$ cat src/rtl/alu_arbiter.sv
// Two-requester arbiter in front of a shared combinational ALU.
// Each requester gets a registered response slot; grants are round-robin or fixed priority.
module alu_arbiter #(
    parameter bit RR_EN = 1'b1
) (
    input  logic        clk,
    input  logic        rst_n,

    input  logic        req0_valid,
    output logic        req0_ready,
    input  logic [31:0] req0_a,
    input  logic [31:0] req0_b,
    input  logic [3:0]  req0_ctrl,
    output logic        rsp0_valid,
    input  logic        rsp0_ready,
    output logic [31:0] rsp0_result,
    output logic        rsp0_zero,

    input  logic        req1_valid,
    output logic        req1_ready,
    input  logic [31:0] req1_a,
    input  logic [31:0] req1_b,
    input  logic [3:0]  req1_ctrl,
    output logic        rsp1_valid,
    input  logic        rsp1_ready,
    output logic [31:0] rsp1_result,
    output logic        rsp1_zero,

    output logic [31:0] alu_a,
    output logic [31:0] alu_b,
    output logic [3:0]  alu_ctrl,
    input  logic [31:0] alu_op,
    input  logic        alu_zero
);

    typedef enum logic {
        GRANT_REQ0 = 1'b0,
        GRANT_REQ1 = 1'b1
    } grant_e;

    grant_e      last_grant_q, last_grant_d;
    logic        run_q;

    logic        rsp0_valid_q, rsp0_valid_d;
    logic [31:0] rsp0_result_q, rsp0_result_d;
    logic        rsp0_zero_q, rsp0_zero_d;
    logic        rsp1_valid_q, rsp1_valid_d;
    logic [31:0] rsp1_result_q, rsp1_result_d;
    logic        rsp1_zero_q, rsp1_zero_d;

    logic        elig0, elig1;
    logic        grant0, grant1;

    // No grant until the first clock edge after reset is released.
    always_comb begin
        elig0  = run_q && req0_valid && (!rsp0_valid_q || rsp0_ready);
        elig1  = run_q && req1_valid && (!rsp1_valid_q || rsp1_ready);
        grant0 = 1'b0;
        grant1 = 1'b0;
        if (elig0 && elig1) begin
            if (RR_EN && (last_grant_q == GRANT_REQ0)) begin
                grant1 = 1'b1;
            end else begin
                grant0 = 1'b1;
            end
        end else begin
            grant0 = elig0;
            grant1 = elig1;
        end
    end

    always_comb begin
        alu_a    = '0;
        alu_b    = '0;
        alu_ctrl = '0;
        if (grant0) begin
            alu_a    = req0_a;
            alu_b    = req0_b;
            alu_ctrl = req0_ctrl;
        end else if (grant1) begin
            alu_a    = req1_a;
            alu_b    = req1_b;
            alu_ctrl = req1_ctrl;
        end
    end

    always_comb begin
        rsp0_valid_d  = rsp0_valid_q;
        rsp0_result_d = rsp0_result_q;
        rsp0_zero_d   = rsp0_zero_q;
        rsp1_valid_d  = rsp1_valid_q;
        rsp1_result_d = rsp1_result_q;
        rsp1_zero_d   = rsp1_zero_q;
        last_grant_d  = last_grant_q;

        if (grant0) begin
            rsp0_valid_d  = 1'b1;
            rsp0_result_d = alu_op;
            rsp0_zero_d   = alu_zero;
            last_grant_d  = GRANT_REQ0;
        end else if (rsp0_valid_q && rsp0_ready) begin
            rsp0_valid_d = 1'b0;
        end

        if (grant1) begin
            rsp1_valid_d  = 1'b1;
            rsp1_result_d = alu_op;
            rsp1_zero_d   = alu_zero;
            last_grant_d  = GRANT_REQ1;
        end else if (rsp1_valid_q && rsp1_ready) begin
            rsp1_valid_d = 1'b0;
        end
    end

    always_ff @(posedge clk or negedge rst_n) begin
        if (!rst_n) begin
            run_q         <= 1'b0;
            last_grant_q  <= GRANT_REQ1;
            rsp0_valid_q  <= 1'b0;
            rsp0_result_q <= '0;
            rsp0_zero_q   <= 1'b0;
            rsp1_valid_q  <= 1'b0;
            rsp1_result_q <= '0;
            rsp1_zero_q   <= 1'b0;
        end else begin
            run_q         <= 1'b1;
            last_grant_q  <= last_grant_d;
            rsp0_valid_q  <= rsp0_valid_d;
            rsp0_result_q <= rsp0_result_d;
            rsp0_zero_q   <= rsp0_zero_d;
            rsp1_valid_q  <= rsp1_valid_d;
            rsp1_result_q <= rsp1_result_d;
            rsp1_zero_q   <= rsp1_zero_d;
        end
    end

    assign req0_ready  = grant0;
    assign req1_ready  = grant1;
    assign rsp0_valid  = rsp0_valid_q;
    assign rsp0_result = rsp0_result_q;
    assign rsp0_zero   = rsp0_zero_q;
    assign rsp1_valid  = rsp1_valid_q;
    assign rsp1_result = rsp1_result_q;
    assign rsp1_zero   = rsp1_zero_q;

endmodule

$ cat config.mk
export PLATFORM = sky130hd
export DESIGN_NAME = alu_arbiter
export DESIGN_NICKNAME = d
export VERILOG_FILES = /design/src/rtl/alu_arbiter.sv
export SDC_FILE = /design/constraint.sdc
export NUM_CORES = 1
export LEC_CHECK = 0
export CELL_PAD_IN_SITES_DETAIL_PLACEMENT = 2
export CELL_PAD_IN_SITES_GLOBAL_PLACEMENT = 2
export CORE_MARGIN = 10
export CORE_UTILIZATION = 17
export CTS_BUF_LIST = sky130_fd_sc_hd__clkbuf_16
export CTS_CLUSTER_DIAMETER = 120
export DETAILED_ROUTE_END_ITERATION = 10
export PLACE_DENSITY = 0.84
export SYNTH_ARGS = -nofsm -noshare
export SYNTH_HDL_FRONTEND = slang
export SYNTH_SLANG_ARGS = --single-unit
$ cat constraint.sdc
create_clock -name clk -period 2.4 [get_ports clk]
set_input_delay 0.24 -clock clk [delete_from_list [all_inputs] [get_ports clk]]
set_output_delay 0.24 -clock clk [all_outputs]
set_load 0.01 [all_outputs]
==> flow_metrics.py <==
metrics = {
    "outcome": {
        "outcome": "complete, no violations",
    },
    "placement": {
        "placed_area_sq_um": 7390,
        "place_inst": 978,
        "globalplace.congestion": 0.779,
        "dp_hpwl_mm": 17.8,
        "numPortBuffers": 312,
    },
    "logic_synthesis": {
        "synth_nets": 568,
        "yosysUniqueCellTypes": 22,
        "seq_area_frac_synth": 0.470,
        "synthAdderAreaFrac": 0,
        "syn_avg_cell_area_sq_um": 9.49,
        "syn_area_sq_um": 3730,
        "synth_top_family_by_area": "multiplexers",
        "synthMuxAreaShare": 0.199,
        "synth_compound_area_frac": 0.135,
        "synth-simple-area-share": 0.153,
        "synth_xor_area_frac": 0,
        "synth-seq-cells": 70,
        "synthCells": 393,
        "ys.warnings.count": 0,
    },
    "worst_setup_path": {
        "critical_path.endpoint_type": "primary output",
        "critical_path_class": "register to primary output",
        "worstSetupStartpointType": "register",
        "worstPathRequired_ns": 2.16,
        "critPathArrivalTime_ns": 2.11,
        "cp_max_fo": 68,
    },
    "global_route": {
        "track_usage": 0.152,
        "grt_pass1_wl_mm": 33.3,
        "grt_overflow": 0,
        "grt_max_degree": 69,
        "antenna_found_initial": 0,
        "grt_pass1_vias": 4925,
    },
    "sta": {
        "finClkSkew_ns": 0.00478,
        "setup_violations": 0,
        "slew_headroom": 0.561,
        "worst_pin_slew_ns": 0.659,
        "hold_viol_final": 0,
        "rsz0062_at_grt": "false",
        "min_period_ns": 2.35,
        "finalMaxSlewViolations": 0,
        "whs_ns": 0.484,
        "min_period_over_period": 0.979,
        "max_freq_mhz": 426,
    },
    "pwr": {
        "p_per_area_nw_per_um2": 713,
        "pwr-share-seq": 0.310,
        "clockPowerShare": 0.280,
        "leakagePower_nw": 3.33,
        "p_int_mw": 3.82,
        "vdd_ir_drop_max_uv": 400,
        "finalPower_mw": 5.50,
        "p_sw_frac": 0.306,
        "p_switching_mw": 1.68,
        "combPwrFrac": 0.410,
    },
    "drt": {
        "drt_iter0_markers": 207,
        "viasPerCell": 4.37,
        "vias": 4366,
        "wire_per_inst_um": 22.5,
        "drcViolationCount": 0,
        "postRouteAntennaNets": 0,
        "totalWireLength_mm": 22.4,
        "dr.pass1.iters": 4,
    },
    "min_path": {
        "min_path_type": "primary input to asynchronous set/reset pin",
    },
    "cts": {
        "cts.sinks": 70,
        "clockBufferDepth": 2,
        "cts_buffers": 9,
        "tritoncts": "done",
        "cts_root_buf": "clkbuf_16",
        "clock_latency_ns": 0.34,
        "h-tree-depth": 3,
        "path_clk_slew_ns": 0.06,
    },
    "final_layout": {
        "n_fill_cell": 2384,
        "num_antenna_cells": 0,
        "finalNonFillerCells": 998,
        "drive_gt1_frac": 0.134,
        "regArea_sq_um": 1760,
        "synthToLayoutAreaGrowth_pct": 107,
        "layout.nets": 888,
        "design_area_sq_um": 7710,
        "multi_input_area_sq_um": 1850,
    },
    "floorplan": {
        "fp.dieH_um": 168,
        "start_util": 0.172,
        "io_pins": 313,
        "std_cell_rows": 54,
        "die-area_sq_um": 28300,
        "die_w_um": 168,
        "core_sq_um": 21700,
    },
    "run": {
        "drv_cap": 0,
    },
}
## what timing repair did
| action | 4_1_cts | 5_1_grt |
|---|---|---|
| pin swaps | 0 | 0 |
| cloned | 0 | 0 |
| gates resized for setup | 71 | 9 |
| buffers inserted | 3 | 0 |
| endpoints found under the hold margin | 25 | 0 |
| endpoints found under the setup margin | 69 | 7 |
| hold buffers | 1 | 0 |
## cell usage in the layout, fill, tap and decap left out, drive strengths merged
master,synthesis,final
clkdlybuf4s50,0,242
nand2,138,138
bufinv,0,3
or2,2,2
o21ai,1,1
dfrtp,69,69
a211oi,2,2
clkinv,0,2
buf,13,32
a211o,1,1
nand2b,2,2
dfstp,1,1
nor2b,2,2
conb,1,1
clkdlybuf4s15,0,5
dlygate4sd3,0,1
o22ai,68,68
mux2,66,66
inv,1,3
clkbuf,22,10
o31ai,1,1
and2b,1,1
o311ai,1,1
dlygate4sd2,0,62
dlymetal6s2s,0,1
and2,1,1
## per-stage QoR
| stage | worst slack, ns | utilization | TNS [ns] |
|---|---|---|---|
| global route | 0.000304 | 0.355 | 0 |
| CTS | 0.0251 | 0.355 | 0 |
| floorplan | 0.619 | - | 0 |
| global placement | -0.240 | 0.341 | -8.27 |
| finish | 0.0500 | 0.355 | 0 |
| detailed placement | -0.299 | 0.341 | -10.81 |
## final timing paths
path	start	endpoint	slack (ns)	depth (start not counted)
setup / recovery	rsp1_valid	alu_b[15]	0.05	5
hold / removal	rst_n	rsp1_result[17]	0.48	2
setup reg to reg	last_grant_q	rsp1_result[2]	0.42	5
hold reg to reg	rsp1_result[13]	rsp1_result[13]	0.49	1
max in group asynchronous	rst_n	last_grant_q	1.20	3
min in group clk	rsp1_result[13]	rsp1_result[13]	0.49	1
## power by group through the flow
stage	combinational, mW	clock, mW	sequential [mW]
after floorplan	0.629	0	1.84
after CTS	2.31	1.58	1.71
after global routing	2.40	1.64	1.75
final	2.25	1.54	1.71
after detailed placement	2.34	0	1.72
after global placement	2.29	0	1.68
## synthesized netlist by cell type
| library cell | number | share of area |
|---|---|---|
| nand2_1 | 138 | 0.14 |
| dfrtp_1 | 69 | 0.46 |
| o22ai_1 | 68 | 0.11 |
| mux2_2 | 36 | 0.11 |
| mux2_1 | 30 | 0.091 |
| clkbuf_1 | 22 | 0.022 |
| buf_2 | 8 | 0.011 |
| buf_4 | 3 | 0.0060 |
| a211oi_4 | 2 | 0.011 |
| buf_1 | 2 | 0.0020 |
| nand2b_1 | 2 | 0.0034 |
| nor2b_1 | 2 | 0.0034 |
| or2_2 | 2 | 0.0034 |
| a211o_1 | 1 | 0.0023 |
| and2_1 | 1 | 0.0017 |
| and2b_1 | 1 | 0.0020 |
| conb_1 | 1 | 0.0010 |
| dfstp_2 | 1 | 0.0070 |
| inv_1 | 1 | 0.0010 |
| o21ai_0 | 1 | 0.0013 |
| o311ai_2 | 1 | 0.0044 |
| o31ai_1 | 1 | 0.0020 |
## sequential cells by signal (all words and copies together), names as in the netlist
signal and flops:
last_grant_q 1, rsp0_result 32, rsp0_valid 1, rsp0_zero 1
rsp1_result 32, rsp1_valid 1, rsp1_zero 1, run_q 1
## critical path, cell delays in order, from the launching register on
cell and delay, ns:
dfrtp_1 0.40, and2b_2 0.28, a211o_2 0.35, buf_12 0.19, o22ai_1 0.17, dlygate4sd2_1 0.31
## final cells by class
| cell class | instances | area share |
|---|---|---|
| Sequential cell | 70 | 0.228 |
| Clock buffer | 9 | 0.0292 |
| Timing Repair Buffer | 344 | 0.442 |
| Multi-Input combinational cell | 287 | 0.240 |
| Inverter | 1 | 0.000487 |
| Clock inverter | 7 | 0.0146 |
| Tap cell | 280 | 0.0454 |
## routing by layer
layer,up-vias,track usage,share of wire
met5,-,0,0
met4,0,0.0416,0.021
met3,28,0.0380,0.049
met2,121,0.290,0.56
met1,2212,0.159,0.37
li1,2005,-,-
## cells by family after synthesis
logic type             Yosys count
DFF                             70
AOI/OAI and AO/OA               74
other                            1
buffers and inverters           36
and+or+nand+nor                146
muxes                           66
(Power assumes the default switching activity.)
